**src/rtl/bnn_ctrl_pkg.sv**
```systemverilog
// bnn_ctrl_pkg
//   Definitions shared by the BNN job sequencer, its port-B grant mux,
//   the top-level wrapper and the BNN IP.
//   - state_t         : sequencer state encoding (also exported on oSTATE)
//   - BNN_ADDR_W      : default MEM0 address width
//   - BNN_DATA_W      : default MEM0 word width
//   - BNN_RESULT_ADDR : default MEM0 word that holds the final class index
//   - is_busy()       : true while a job is in flight (START, RUN, FETCH)
package bnn_ctrl_pkg;

  localparam int BNN_ADDR_W      = 6;
  localparam int BNN_DATA_W      = 28;
  localparam int BNN_RESULT_ADDR = 47;

  typedef enum logic [2:0] {
    ST_IDLE  = 3'd0,
    ST_START = 3'd1,
    ST_RUN   = 3'd2,
    ST_FETCH = 3'd3,
    ST_HOLD  = 3'd4,
    ST_ERR   = 3'd5
  } state_t;

  function automatic logic is_busy(input state_t s);
    return (s == ST_START) || (s == ST_RUN) || (s == ST_FETCH);
  endfunction

endpackage

```
**src/rtl/bnn_portb_mux.sv**
```systemverilog
// bnn_portb_mux
//   Purely combinational owner-select for MEM0 port B.
//   RUN   : the BNN owns the port, every request passes straight through.
//   FETCH : the sequencer owns the port (read-only; it never writes).
//   other : port idle, all outputs zero, BNN requests are dropped.
// Ports:
//   i_state        sequencer state (state_t encoding)
//   i_seq_addr     sequencer read address
//   i_seq_rd_en    sequencer read strobe
//   i_bnn_*        BNN port-B request (addr, write data, rd/wr enables)
//   o_mem_*        to RAM0 port B (address_b, data_b, rden_b, wren_b)
module bnn_portb_mux
  import bnn_ctrl_pkg::*;
#(
  parameter int ADDR_W = BNN_ADDR_W,
  parameter int DATA_W = BNN_DATA_W
) (
  input  logic [2:0]        i_state,
  input  logic [ADDR_W-1:0] i_seq_addr,
  input  logic              i_seq_rd_en,
  input  logic [ADDR_W-1:0] i_bnn_addr,
  input  logic [DATA_W-1:0] i_bnn_wrdata,
  input  logic              i_bnn_rd_en,
  input  logic              i_bnn_wr_en,
  output logic [ADDR_W-1:0] o_mem_addr,
  output logic [DATA_W-1:0] o_mem_wrdata,
  output logic              o_mem_rd_en,
  output logic              o_mem_wr_en
);

  always_comb begin
    o_mem_addr   = '0;
    o_mem_wrdata = '0;
    o_mem_rd_en  = 1'b0;
    o_mem_wr_en  = 1'b0;
    case (i_state)
      ST_RUN: begin
        o_mem_addr   = i_bnn_addr;
        o_mem_wrdata = i_bnn_wrdata;
        o_mem_rd_en  = i_bnn_rd_en;
        o_mem_wr_en  = i_bnn_wr_en;
      end
      ST_FETCH: begin
        o_mem_addr  = i_seq_addr;
        o_mem_rd_en = i_seq_rd_en;
      end
      default: begin
      end
    endcase
  end

endmodule

```
**src/rtl/bnn_job_sequencer.sv**
```systemverilog
// bnn_job_sequencer
//   Runs one image-classification job on the BNN: pulses its start on an
//   image-write-complete event, lends it MEM0 port B while it runs, aborts
//   on timeout, then reads the class-index word back and holds it valid
//   until the host has read it over SPI.
// Ports:
//   iCLK, iRST          clock (CLOCK_50), synchronous active-high reset
//   iWR_DONE, iRD_DONE  SPI protocol pulses: image written / result read
//   iBNN_DONE           BNN finished, result is in MEM0[RESULT_ADDR]
//   iBNN_*              BNN port-B request
//   iMEM_RdDATA         RAM0 q_b
//   oMEM_*              RAM0 port B (address_b, data_b, rden_b, wren_b)
//   oBNN_START          one-cycle BNN start pulse
//   oRESULT(_VALID)     latched class-index word and its valid flag
//   oBUSY               job in flight (START, RUN, FETCH)
//   oTIMEOUT, oOVERRUN  sticky status flags
//   oJOB_CNT            completed-job counter (wraps)
//   oSTATE              current state, for debug
module bnn_job_sequencer
  import bnn_ctrl_pkg::*;
#(
  parameter int ADDR_W      = BNN_ADDR_W,
  parameter int DATA_W      = BNN_DATA_W,
  parameter int RESULT_ADDR = BNN_RESULT_ADDR,
  parameter int RD_LAT      = 2,
  parameter int TO_W        = 24,
  parameter int TIMEOUT     = 1000000,
  parameter int CNT_W       = 8
) (
  input  logic              iCLK,
  input  logic              iRST,
  input  logic              iWR_DONE,
  input  logic              iRD_DONE,
  input  logic              iBNN_DONE,
  input  logic [ADDR_W-1:0] iBNN_ADDR,
  input  logic [DATA_W-1:0] iBNN_WrDATA,
  input  logic              iBNN_Rd_EN,
  input  logic              iBNN_Wr_EN,
  input  logic [DATA_W-1:0] iMEM_RdDATA,
  output logic [ADDR_W-1:0] oMEM_ADDR,
  output logic [DATA_W-1:0] oMEM_WrDATA,
  output logic              oMEM_Rd_EN,
  output logic              oMEM_Wr_EN,
  output logic              oBNN_START,
  output logic [DATA_W-1:0] oRESULT,
  output logic              oRESULT_VALID,
  output logic              oBUSY,
  output logic              oTIMEOUT,
  output logic              oOVERRUN,
  output logic [CNT_W-1:0]  oJOB_CNT,
  output logic [2:0]        oSTATE
);

  localparam logic [ADDR_W-1:0] L_RESULT_ADDR = ADDR_W'(RESULT_ADDR);
  localparam logic [TO_W-1:0]   L_TO_LAST     = TO_W'(TIMEOUT - 1);
  localparam logic [1:0]        L_FETCH_LAST  = 2'(RD_LAT);

  state_t              r_state;
  state_t              w_state_next;
  logic [TO_W-1:0]     r_to_cnt;
  logic [1:0]          r_fetch_cnt;
  logic [DATA_W-1:0]   r_result;
  logic                r_timeout;
  logic                r_overrun;
  logic [CNT_W-1:0]    r_job_cnt;
  logic                w_expired;
  logic                w_fetch_last;
  logic                w_seq_rd_en;

  // r_to_cnt holds the number of RUN cycles already completed, so the
  // RUN cycle that sees TIMEOUT-1 is the last one allowed.
  assign w_expired    = (r_to_cnt == L_TO_LAST);
  // q_b for the read issued on the first FETCH cycle is valid RD_LAT
  // cycles later, which is the last FETCH cycle.
  assign w_fetch_last = (r_fetch_cnt == L_FETCH_LAST);
  assign w_seq_rd_en  = (r_fetch_cnt == 2'd0);

  always_comb begin
    w_state_next = r_state;
    case (r_state)
      ST_IDLE:  if (iWR_DONE) w_state_next = ST_START;
      ST_START: w_state_next = ST_RUN;
      ST_RUN: begin
        // done beats expiry when both land on the same cycle
        if (iBNN_DONE)      w_state_next = ST_FETCH;
        else if (w_expired) w_state_next = ST_ERR;
      end
      ST_FETCH: if (w_fetch_last) w_state_next = ST_HOLD;
      ST_HOLD: begin
        // a new image preempts an unread result
        if (iWR_DONE)      w_state_next = ST_START;
        else if (iRD_DONE) w_state_next = ST_IDLE;
      end
      ST_ERR:   if (iWR_DONE) w_state_next = ST_START;
      default:  w_state_next = ST_IDLE;
    endcase
  end

  always_ff @(posedge iCLK) begin
    if (iRST) begin
      r_state     <= ST_IDLE;
      r_to_cnt    <= '0;
      r_fetch_cnt <= '0;
      r_result    <= '0;
      r_timeout   <= 1'b0;
      r_overrun   <= 1'b0;
      r_job_cnt   <= '0;
    end else begin
      r_state <= w_state_next;

      // timeout bookkeeping restarts as a job is (re)launched, so the
      // flag already reads 0 during START
      if (w_state_next == ST_START) begin
        r_to_cnt  <= '0;
        r_timeout <= 1'b0;
      end else if (r_state == ST_RUN) begin
        r_to_cnt <= r_to_cnt + 1'b1;
        if (w_state_next == ST_ERR) r_timeout <= 1'b1;
      end

      if (iWR_DONE && is_busy(r_state)) r_overrun <= 1'b1;

      if (r_state == ST_FETCH) r_fetch_cnt <= r_fetch_cnt + 1'b1;
      else                     r_fetch_cnt <= '0;

      if ((r_state == ST_FETCH) && w_fetch_last) begin
        r_result  <= iMEM_RdDATA;
        r_job_cnt <= r_job_cnt + 1'b1;
      end
    end
  end

  bnn_portb_mux #(
    .ADDR_W (ADDR_W),
    .DATA_W (DATA_W)
  ) u_portb_mux (
    .i_state      (r_state),
    .i_seq_addr   (L_RESULT_ADDR),
    .i_seq_rd_en  (w_seq_rd_en),
    .i_bnn_addr   (iBNN_ADDR),
    .i_bnn_wrdata (iBNN_WrDATA),
    .i_bnn_rd_en  (iBNN_Rd_EN),
    .i_bnn_wr_en  (iBNN_Wr_EN),
    .o_mem_addr   (oMEM_ADDR),
    .o_mem_wrdata (oMEM_WrDATA),
    .o_mem_rd_en  (oMEM_Rd_EN),
    .o_mem_wr_en  (oMEM_Wr_EN)
  );

  assign oBNN_START    = (r_state == ST_START);
  assign oRESULT_VALID = (r_state == ST_HOLD);
  assign oBUSY         = is_busy(r_state);
  assign oRESULT       = r_result;
  assign oTIMEOUT      = r_timeout;
  assign oOVERRUN      = r_overrun;
  assign oJOB_CNT      = r_job_cnt;
  assign oSTATE        = r_state;

endmodule

```
**config.mk**
```make
export PLATFORM = sky130hd
export DESIGN_NAME = bnn_job_sequencer
export DESIGN_NICKNAME = d
export VERILOG_FILES = /design/src/rtl/bnn_ctrl_pkg.sv /design/src/rtl/bnn_portb_mux.sv /design/src/rtl/bnn_job_sequencer.sv
export SDC_FILE = /design/constraint.sdc
export NUM_CORES = 1
export LEC_CHECK = 0
export BUFFER_PORTS_ARGS = -buffer_cell sky130_fd_sc_hd__buf_4
export CORE_ASPECT_RATIO = 0.8
export CORE_MARGIN = 2
export CORE_UTILIZATION = 42
export DETAILED_ROUTE_END_ITERATION = 12
export GPL_TIMING_DRIVEN = 0
export PLACE_DENSITY_LB_ADDON = 0.3
export SLEW_MARGIN = 20
export SYNTH_ARGS = -nofsm -noshare
export SYNTH_HDL_FRONTEND = slang
export SYNTH_SLANG_ARGS = --single-unit
```
**constraint.sdc**
```tcl
create_clock -name iCLK -period 2.11 [get_ports iCLK]
set_input_delay 0.1055 -clock iCLK [delete_from_list [all_inputs] [get_ports iCLK]]
set_output_delay 0.1055 -clock iCLK [all_outputs]
set_load 0.01 [all_outputs]
```
==> impl_metrics.toml, run 1 <==
[status]
status = "finished clean"

[routing]
wl_met3_um = 642
vias = 3306
via_per_inst = 5.071
wirelength_um = 8656
wl_met2_um = 4189
wl_per_cell_um = 13.28
wl_met1_um = 3726
dr.pass1.iters = 7
drc = 0
drtIter0Drc = 155
maxUsedRoutingLayer = "met4"
ant_nets = 0

[sta]
max_slew_margin = 0.6683
period_needed_ns = 2.053
tightest_slew_ns = 0.4976
fin_skew_ns = 0.007235
max_freq_mhz = 487.1
hold_ws_ns = 0.01551
finalSetupViolCount = 0
period_share = 0.9730
hold_violations = 0
slew_viol_final = 0
rsz0062_at_grt = "yes"

[critical_path]
required_ns = 2.37
worstPathArrival_ns = 2.32
critical_path.top_delay_family = "simple AND/OR/NAND/NOR gates"
crit_buf_inv = 2
cpMaxStageDelayCell = "or4_4"
worstPathMaxFanout = 10
cp_cell_sequence = "buf_6 > or3b_4 > or4_4 > buf_6 > or3_1 > a21oi_1"
startpoint_type = "flop"
cp-end-kind = "flop"
reg2reg_slack_ns = 0.06
cpPeakStageDelay_ns = 0.49
path_common_cell = "buf_6"
crit_type = "flop to flop"

[placed_design]
dp_cells = 630
gp_congestion = 0.8328
hpwl_um = 6456
io_buffers = 147

[die]
rows = 28
coreArea_um2 = 7287
io_pins = 149
start_util = 0.4262
die_width_um = 100.1
dieArea_um2 = 8102
die_y_um = 80.91

[finish]
nFillCells = 630
final_util = 0.6298
area_growth_pct = 47.78
layout.cells.non_filler = 652
fin_nets = 631
drive_above_1_share = 0.3292
antennaDiodeCount = 0

[logic_synthesis]
ys_ff_latch = 67
ys_types = 39
synth_most_common_cell = "nand2_1"
yosysSeqAreaShare = 0.4319
yosys_warnings = 0
synth_top_area_share = 0.4319
ys.flop_type = "dfxtp_1"
syn-mean-instance-area_um2 = 7.902
syn_area_um2 = 3105
synth_common_cells = "nand2_1 (70), dfxtp_1 (67), a21oi_1 (48)"
synthCells = 393
ys_top_cells_by_area = "dfxtp_1 (43%), nand2_1 (8.5%), a21oi_1 (7.7%), and2_1 (6.4%), nor2_1 (4.0%)"
synth_nets = 466
yosys.area.top_type = "dfxtp_1"
ys_async_sr_fraction = 0
synth_edf_count = 0

[global_routing]
grt_overflow = 0
grtUsageTotal = 0.2018
antenna_found_initial = 0
grt_max_degree = 12
grt_pass1_vias = 3039
grt_pass1_wl_um = 13250

[cts]
clk_pin_slew_ns = 0.07
cts_tree = "yes"
insertion_delay_ns = 0.33
htreeDepth = 3
cts_root_buf = "clkbuf_8"
cts_made_buffers = 9
cts_sinks = 67
clk_path_buf_depth = 2

[worst_hold_path]
holdCritPathClass = "input pin to flop"

[power]
total_power_mw = 2.708
leakagePower_nw = 1.893
irDropWorstVdd_mv = 0.2818
power.density_nw_per_um2 = 590.2

[job]
drv_cap = 0
[flip-flops by register name, indices dropped and copies added (netlist names)]
register	flops
oRESULT	28
r_to_cnt	24
oJOB_CNT	8
oSTATE	3
r_fetch_cnt	2
oOVERRUN	1
oTIMEOUT	1
[worst register-to-register path, stage by stage (launching register included)]
cell and delay, ns:
dfxtp_2 0.32, buf_6 0.13, or3b_4 0.40, or4_4 0.49, buf_6 0.16, or3_1 0.34, a21oi_1 0.14
[cell usage in the layout (no fill, tap or decap), drive strengths merged, types with 5 or more instances in the layout]
| cell | Yosys | routed |
|---|---|---|
| a21oi | 48 | 48 |
| nand2 | 70 | 70 |
| inv | 9 | 9 |
| nor2 | 33 | 33 |
| and2 | 32 | 32 |
| or3 | 9 | 9 |
| o31ai | 5 | 5 |
| buf | 7 | 158 |
| or4 | 10 | 10 |
| nand3 | 11 | 11 |
| dfxtp | 67 | 67 |
| xor2 | 8 | 8 |
| clkbuf | 17 | 27 |
| xnor2 | 7 | 7 |
| nor4 | 6 | 6 |
| o21ai | 10 | 10 |
| nand4 | 8 | 8 |
[report_power, final]
group          switching [mW]  total (mW)  internal [mW]  leakage, nW
Clock                   0.467       0.912          0.445       0.0839
Sequential            0.00965        1.28           1.28        0.541
Combinational           0.240       0.511          0.271         1.27
[worst paths after layout]
check / start / end / cells past startpoint
worst min register to register: r_fetch_cnt[0] / r_fetch_cnt[0] / 1
worst max-delay path: oSTATE[2] / r_to_cnt[22] / 6
worst min-delay path: iMEM_RdDATA[4] / oRESULT[4] / 3
worst max register to register: oSTATE[2] / r_to_cnt[22] / 6
[kinds of logic (layout without fill, tap and decap cells)]
family                     after synthesis  after routing  synth area share
buffers and inverters                   33            202           0.04512
and+or+nand+nor                        198            198            0.3247
muxes                                    1              1          0.003223
DFF                                     67             67            0.4319
AOI/OAI and AO/OA                       75             75            0.1366
xor gates and xnor gates                15             15           0.04231
adders and majority gates                4              4           0.01612
[what timing repair did]
item | CTS | global route
hold buffers | 3 | 0
endpoints found under the hold margin | 3 | 0
setup endpoints to repair | 54 | 69
gates cloned | 0 | 1
buffers inserted | 2 | 2
pin swaps | 2 | 5
gates resized for setup | 8 | 12
[final cells by class]
type | count | area, µm² | area share
multi-input cells | 293 | 1647 | 0.3588
flip-flops and latches | 67 | 1343 | 0.2925
repair buffers | 155 | 1169 | 0.2546
clock buffers | 10 | 137.6 | 0.02999
plain buffers | 23 | 117.6 | 0.02563
well taps | 90 | 112.6 | 0.02454
inverters | 9 | 33.78 | 0.007361
clock inverters | 5 | 30.03 | 0.006543
[metal layers]
| metal | global-route usage | vias to the layer above |
|---|---|---|
| met4 | 0.07123 | 0 |
| met5 | 0 | - |
| met1 | 0.2437 | 1494 |
| met3 | 0.06196 | 10 |
| met2 | 0.3430 | 132 |
| li1 | - | 1670 |
[per-stage QoR]
stage / setup WS [ns] / TNS, ns / instance area, µm²
after global routing: -0.03597 / -0.07385 / 4589
final: 0.05698 / 0 / 4589
after global placement: -0.1037 / -1.932 / 4322
after CTS: 0.02345 / 0 / 4556
after floorplan: 0.03565 / 0 / 3105
after detailed placement: -0.2305 / -6.713 / 4322
(Power assumes the default switching activity.)
==> run 2: changes to the inputs <==
--- a/config.mk
+++ b/config.mk
@@ -7,8 +7,8 @@
 export LEC_CHECK = 0
 export BUFFER_PORTS_ARGS = -buffer_cell sky130_fd_sc_hd__buf_4
 export CORE_ASPECT_RATIO = 0.8
-export CORE_MARGIN = 2
-export CORE_UTILIZATION = 42
+export CORE_UTILIZATION = 43
+export CTS_BUF_LIST = sky130_fd_sc_hd__clkbuf_2
 export DETAILED_ROUTE_END_ITERATION = 12
 export GPL_TIMING_DRIVEN = 0
 export PLACE_DENSITY_LB_ADDON = 0.3
==> run 2 against run 1 <==
  * Cell count rose by 4.4%
  * Total power rose by 0.80%
  * Die area fell by 6.6%
  * Utilization rose by 7.1 points
==> impl_metrics.toml, run 2 (synthesis gave the netlist of run 1 again) <==
[status]
status = "finished clean"

[critical_path]
cpMaxStageDelayCell = "dfxtp_1"
cp-end-kind = "output port"
required_ns = 2.00
worstPathMaxFanout = 10
ff2ff_path_depth = 4
cp_cell_sequence = "buf_2 > nor3b_4 > clkbuf_2 > and2_1 > buf_4"
worstPathArrival_ns = 1.92
startpoint_type = "flop"
crit_type = "flop to output port"
cpPeakStageDelay_ns = 0.39

[cts]
cts_tree = "yes"
cts_made_buffers = 9
cts_sinks = 67
htreeDepth = 3
clk_pin_slew_ns = 0.19
cts_root_buf = "clkbuf_2"
insertion_delay_ns = 0.49
clk_path_buf_depth = 2

[sta]
hold_violations = 0
max_slew_margin = 0.6596
max_freq_mhz = 493.6
fin_skew_ns = 0.01951
finalSetupViolCount = 0
tightest_slew_ns = 0.5106
period_share = 0.9602
slew_viol_final = 0
period_needed_ns = 2.026
setup_slack_ns = 0.08403

[finish]
drive_above_1_share = 0.3199
final_cell_mix = "buf_4 (155), nand2_1 (70), dfxtp_1 (63)"
fin_nets = 662
largest_reg_flops = 28
area_growth_pct = 56.37
antennaDiodeCount = 0
final_common_cell = "buf_4"

[placed_design]
dp_slack_ns = -0.1416
hpwl_um = 6603
gp_congestion = 0.9180
io_buffers = 147

[routing]
wl_per_cell_um = 14.31
via_per_inst = 5.267
drc = 0
vias = 3587
wirelength_um = 9748
dr.pass1.iters = 4
ant_nets = 0
drtIter0Drc = 229

[power]
power.density_nw_per_um2 = 562.2
leakagePower_nw = 2.027
total_power_mw = 2.730
irDropWorstVdd_mv = 0.2783

[die]
dieArea_um2 = 7568
rows = 27
start_util = 0.4484
die_width_um = 97.02
die_y_um = 78.01
io_pins = 149
coreArea_um2 = 6925

[global_routing]
grt_overflow = 0
grt_max_degree = 13
grt_pass1_wl_um = 15860
grt_pass1_vias = 3504
antenna_found_initial = 0
grtUsageTotal = 0.2575

[worst_hold_path]
holdCritPathClass = "input pin to flop"
min_path_cells = 4

[job]
drv_cap = 0
## run 2: cell count changes in the layout (fill, tap and decap cells not counted), moves of 2 or more
cell           delta
buf_4             +4
bufinv_16         +2
clkbuf_2         +11
clkbuf_8         -10
clkinvlp_4        -2
dfxtp_1           -3
dfxtp_2           +3
dlygate4sd3_1    +29
## run 2: worst paths after layout
kind	from	endpoint	slack, ns
hold / removal	iMEM_RdDATA[14]	oRESULT[14]	0.40
setup reg to reg	oSTATE[2]	r_to_cnt[18]	0.10
setup / recovery	oSTATE[0]	oMEM_WrDATA[26]	0.08
hold reg to reg	r_fetch_cnt[0]	r_fetch_cnt[0]	0.43
## run 2: worst max-delay path: cells and delay by family, from the launching register on
family	cells	cell delay, ns
buffers and inverters	3	0.56
AND/OR/NAND/NOR	2	0.49
flip-flops	1	0.39
## run 2: through the flow
stage	setup TNS (ns)	instance area, µm²	utilization	hold WS (ns)	std cells
final	0	4856	0.7012	0.3952	681
after floorplan	0	3105	-	0.2415	393
after CTS	0	4840	0.6988	0.3170	680
after detailed placement	-3.071	4318	0.6235	0.3630	627
after global placement	-2.039	4318	0.6235	0.3520	627
after global routing	-0.006254	4856	0.7012	0.3546	681
## run 2: final cells by class
cell class,count,area [µm²]
Tap cell,87,108.9
Clock buffer,9,45.04
Buffer,23,115.1
Inverter,9,33.78
Multi-Input combinational cell,293,1642
Sequential cell,67,1346
Fill cell,527,2069
Clock inverter,7,91.34
Timing Repair Buffer,186,1474
## run 2: where the power goes
part / switching, mW / leakage, nW / internal (mW)
registers: 0.0104 / 0.542 / 1.28
clock network: 0.469 / 0.0837 / 0.391
logic: 0.259 / 1.40 / 0.321
## run 2: what timing repair did
item                                   in CTS  in global routing
pin swaps                                   2                  2
endpoints found under the hold margin      33                  0
gates resized for setup                    11                 15
cloned                                      0                  1
buffers inserted                            5                  1
hold buffers                               32                  0
setup endpoints to repair                  50                 43
## run 2: metal layers
layer  track usage  up-vias  part of all wire
met3       0.05610       28             0.058
met2        0.4648      151              0.51
met1        0.2960     1661              0.40
met4        0.1075        0             0.028
met5             0        -                 0
li1              -     1747                 -
==> run 3: changes to the inputs <==
--- a/config.mk
+++ b/config.mk
@@ -9,6 +9,7 @@
 export CORE_ASPECT_RATIO = 0.8
 export CORE_UTILIZATION = 43
 export CTS_BUF_LIST = sky130_fd_sc_hd__clkbuf_2
+export CTS_CLUSTER_SIZE = 28
 export DETAILED_ROUTE_END_ITERATION = 12
 export GPL_TIMING_DRIVEN = 0
 export PLACE_DENSITY_LB_ADDON = 0.3
==> constraint.sdc (replaced) <==
create_clock -name iCLK -period 2.11 [get_ports iCLK]
set_input_delay 0.211 -clock iCLK [delete_from_list [all_inputs] [get_ports iCLK]]
set_output_delay 0.211 -clock iCLK [all_outputs]
set_load 0.01 [all_outputs]
==> run 3 against run 2 <==
  * Sequential power about the same
  * Sequential share of layout area down 0.28 points
  * Non-clock buffer count is 3 higher
  * Die area is the same
  * Wire length is 0.33% higher
  * Clock skew rose by 0.0019 ns
  * Global-route usage is 0.28 points higher
  * Total power is 1.7% higher
  * Combinational power grew 7.4%
  * Clock power about the same
  * Flip-flop and latch count did not move
  * Utilization grew 0.92 points
  * Critical endpoint is now r_to_cnt[16]
==> impl_metrics.toml, run 3 (synthesis gave the netlist of run 1 again) <==
[sta]
max_freq_mhz = 485.5
finalSetupViolCount = 0
hold_ws_ns = 0.04643
setup_slack_ns = 0.05017
period_needed_ns = 2.060
hold_violations = 0
fin_skew_ns = 0.02146
rsz0062_at_grt = "yes"
max_slew_margin = 0.6469
slew_viol_final = 0
period_share = 0.9762
tightest_slew_ns = 0.5296

[routing]
drc = 0
dr.pass1.iters = 5
wirelength_um = 9780
vias = 3601
ant_nets = 0
drtIter0Drc = 199
wl_per_cell_um = 14.30
via_per_inst = 5.265

[finish]
multi_input_area_um2 = 1655
fin_nets = 665
seq_area_um2 = 1350
final_common_cell = "buf_4"
final_util = 0.7104
area_growth_pct = 58.42
antennaDiodeCount = 0
final_cell_mix = "buf_4 (157), nand2_1 (70), dfxtp_1 (62)"
drive_above_1_share = 0.3350
largest_reg_flops = 28
nFillCells = 501

[die]
die_y_um = 78.01
die_width_um = 97.02
dieArea_um2 = 7568
io_pins = 149
coreArea_um2 = 6925
rows = 27
start_util = 0.4484

[global_routing]
grt_pass1_wl_um = 15900
grt_overflow = 0
use_met3 = 0.06857
grt_pass1_vias = 3489
antenna_found_initial = 0
top_usage_layer = "met2"
grt_use_met2 = 0.4690
grt_max_degree = 13
grtUsageTotal = 0.2602
met1_usage = 0.2934

[critical_path]
cp-end-kind = "flop"
ff2ff_path_depth = 6
worstPathArrival_ns = 2.52
reg2reg_slack_ns = 0.05
required_ns = 2.57
startpoint_type = "flop"
worstPathMaxFanout = 6
reg2reg_from = "oSTATE[1]"
r2r_end = "r_to_cnt[16]"
crit_type = "flop to flop"

[cts]
clk_pin_slew_ns = 0.19
cts_made_buffers = 9
clk_path_buf_depth = 2
htreeDepth = 3
cts_root_buf = "clkbuf_2"
cts_tree = "yes"
cts_sinks = 67
insertion_delay_ns = 0.52

[power]
clkPwrFrac = 0.311
power.density_nw_per_um2 = 564.1
combPwrFrac = 0.224
p_sw_mw = 0.7503
irDropWorstVdd_mv = 0.2838
leakagePower_nw = 2.055
total_power_mw = 2.775
intPower_mw = 2.025
netSwitchingFraction = 0.2704
p_seq_frac = 0.465

[placed_design]
hpwl_um = 6603
gp_congestion = 0.9180
io_buffers = 147
dp_slack_ns = -0.2471

[job]
drv_cap = 0

[worst_hold_path]
hp-start = "iRD_DONE"
hold_end = "oSTATE[2]"
min_path_cells = 4
holdCritPathClass = "input pin to flop"

[status]
status = "finished clean"
## run 3: metal layers
| metal | vias up | share of wire |
|---|---|---|
| met5 | - | 0 |
| met4 | 0 | 0.031 |
| met3 | 31 | 0.063 |
| met2 | 146 | 0.51 |
| met1 | 1671 | 0.40 |
| li1 | 1753 | - |
## run 3: metrics by stage
stage               std cells  instance area, µm²  TNS [ns]
finish                    684                4920         0
global route              684                4920  -0.04566
CTS                       680                4856         0
detailed placement        627                4318    -6.236
global placement          627                4318    -5.204
floorplan                 393                3105         0
## run 3: worst max-delay path by stage
| stage | start | endpoint | slack [ns] | cells past startpoint |
|---|---|---|---|---|
| global placement | oSTATE[0] | oMEM_Wr_EN | -0.21 | 5 |
| CTS | oSTATE[2] | r_to_cnt[15] | 0.02 | 6 |
| detailed placement | oSTATE[0] | oMEM_WrDATA[26] | -0.25 | 5 |
| global route | oSTATE[1] | r_to_cnt[18] | -0.02 | 5 |
| floorplan | oSTATE[2] | r_to_cnt[22] | 0.04 | 6 |
| finish | oSTATE[1] | r_to_cnt[16] | 0.05 | 6 |
## run 3: layout make-up
class | instances | share of cell area
sequential | 67 | 0.2744
multi-input combinational | 293 | 0.3365
tap | 87 | 0.02213
clock buffer | 9 | 0.009156
inverter | 9 | 0.006867
buffer | 23 | 0.02823
clock inverter | 7 | 0.01857
timing repair buffer | 189 | 0.3042
## run 3: power by group through the flow
| stage | combinational (mW) | sequential, mW | clock (mW) |
|---|---|---|---|
| floorplan | 0.219 | 1.31 | 0 |
| global placement | 0.474 | 1.31 | 0 |
| detailed placement | 0.483 | 1.31 | 0 |
| CTS | 0.589 | 1.29 | 0.881 |
| global route | 0.670 | 1.29 | 0.925 |
| finish | 0.623 | 1.29 | 0.863 |
## run 3: critical path, stage by stage (launching register included)
cell and delay [ns]:
dfxtp_2 0.38, buf_6 0.09, or3b_4 0.40, or4_4 0.48, buf_6 0.16, or3_4 0.36, a21oi_2 0.13
## run 3: repair_timing
action,CTS,global route
pin swaps,2,0
hold endpoints to repair,29,0
setup buffers,6,4
gates cloned,2,1
endpoints found under the setup margin,50,50
resized for setup,19,20
hold buffers,29,0
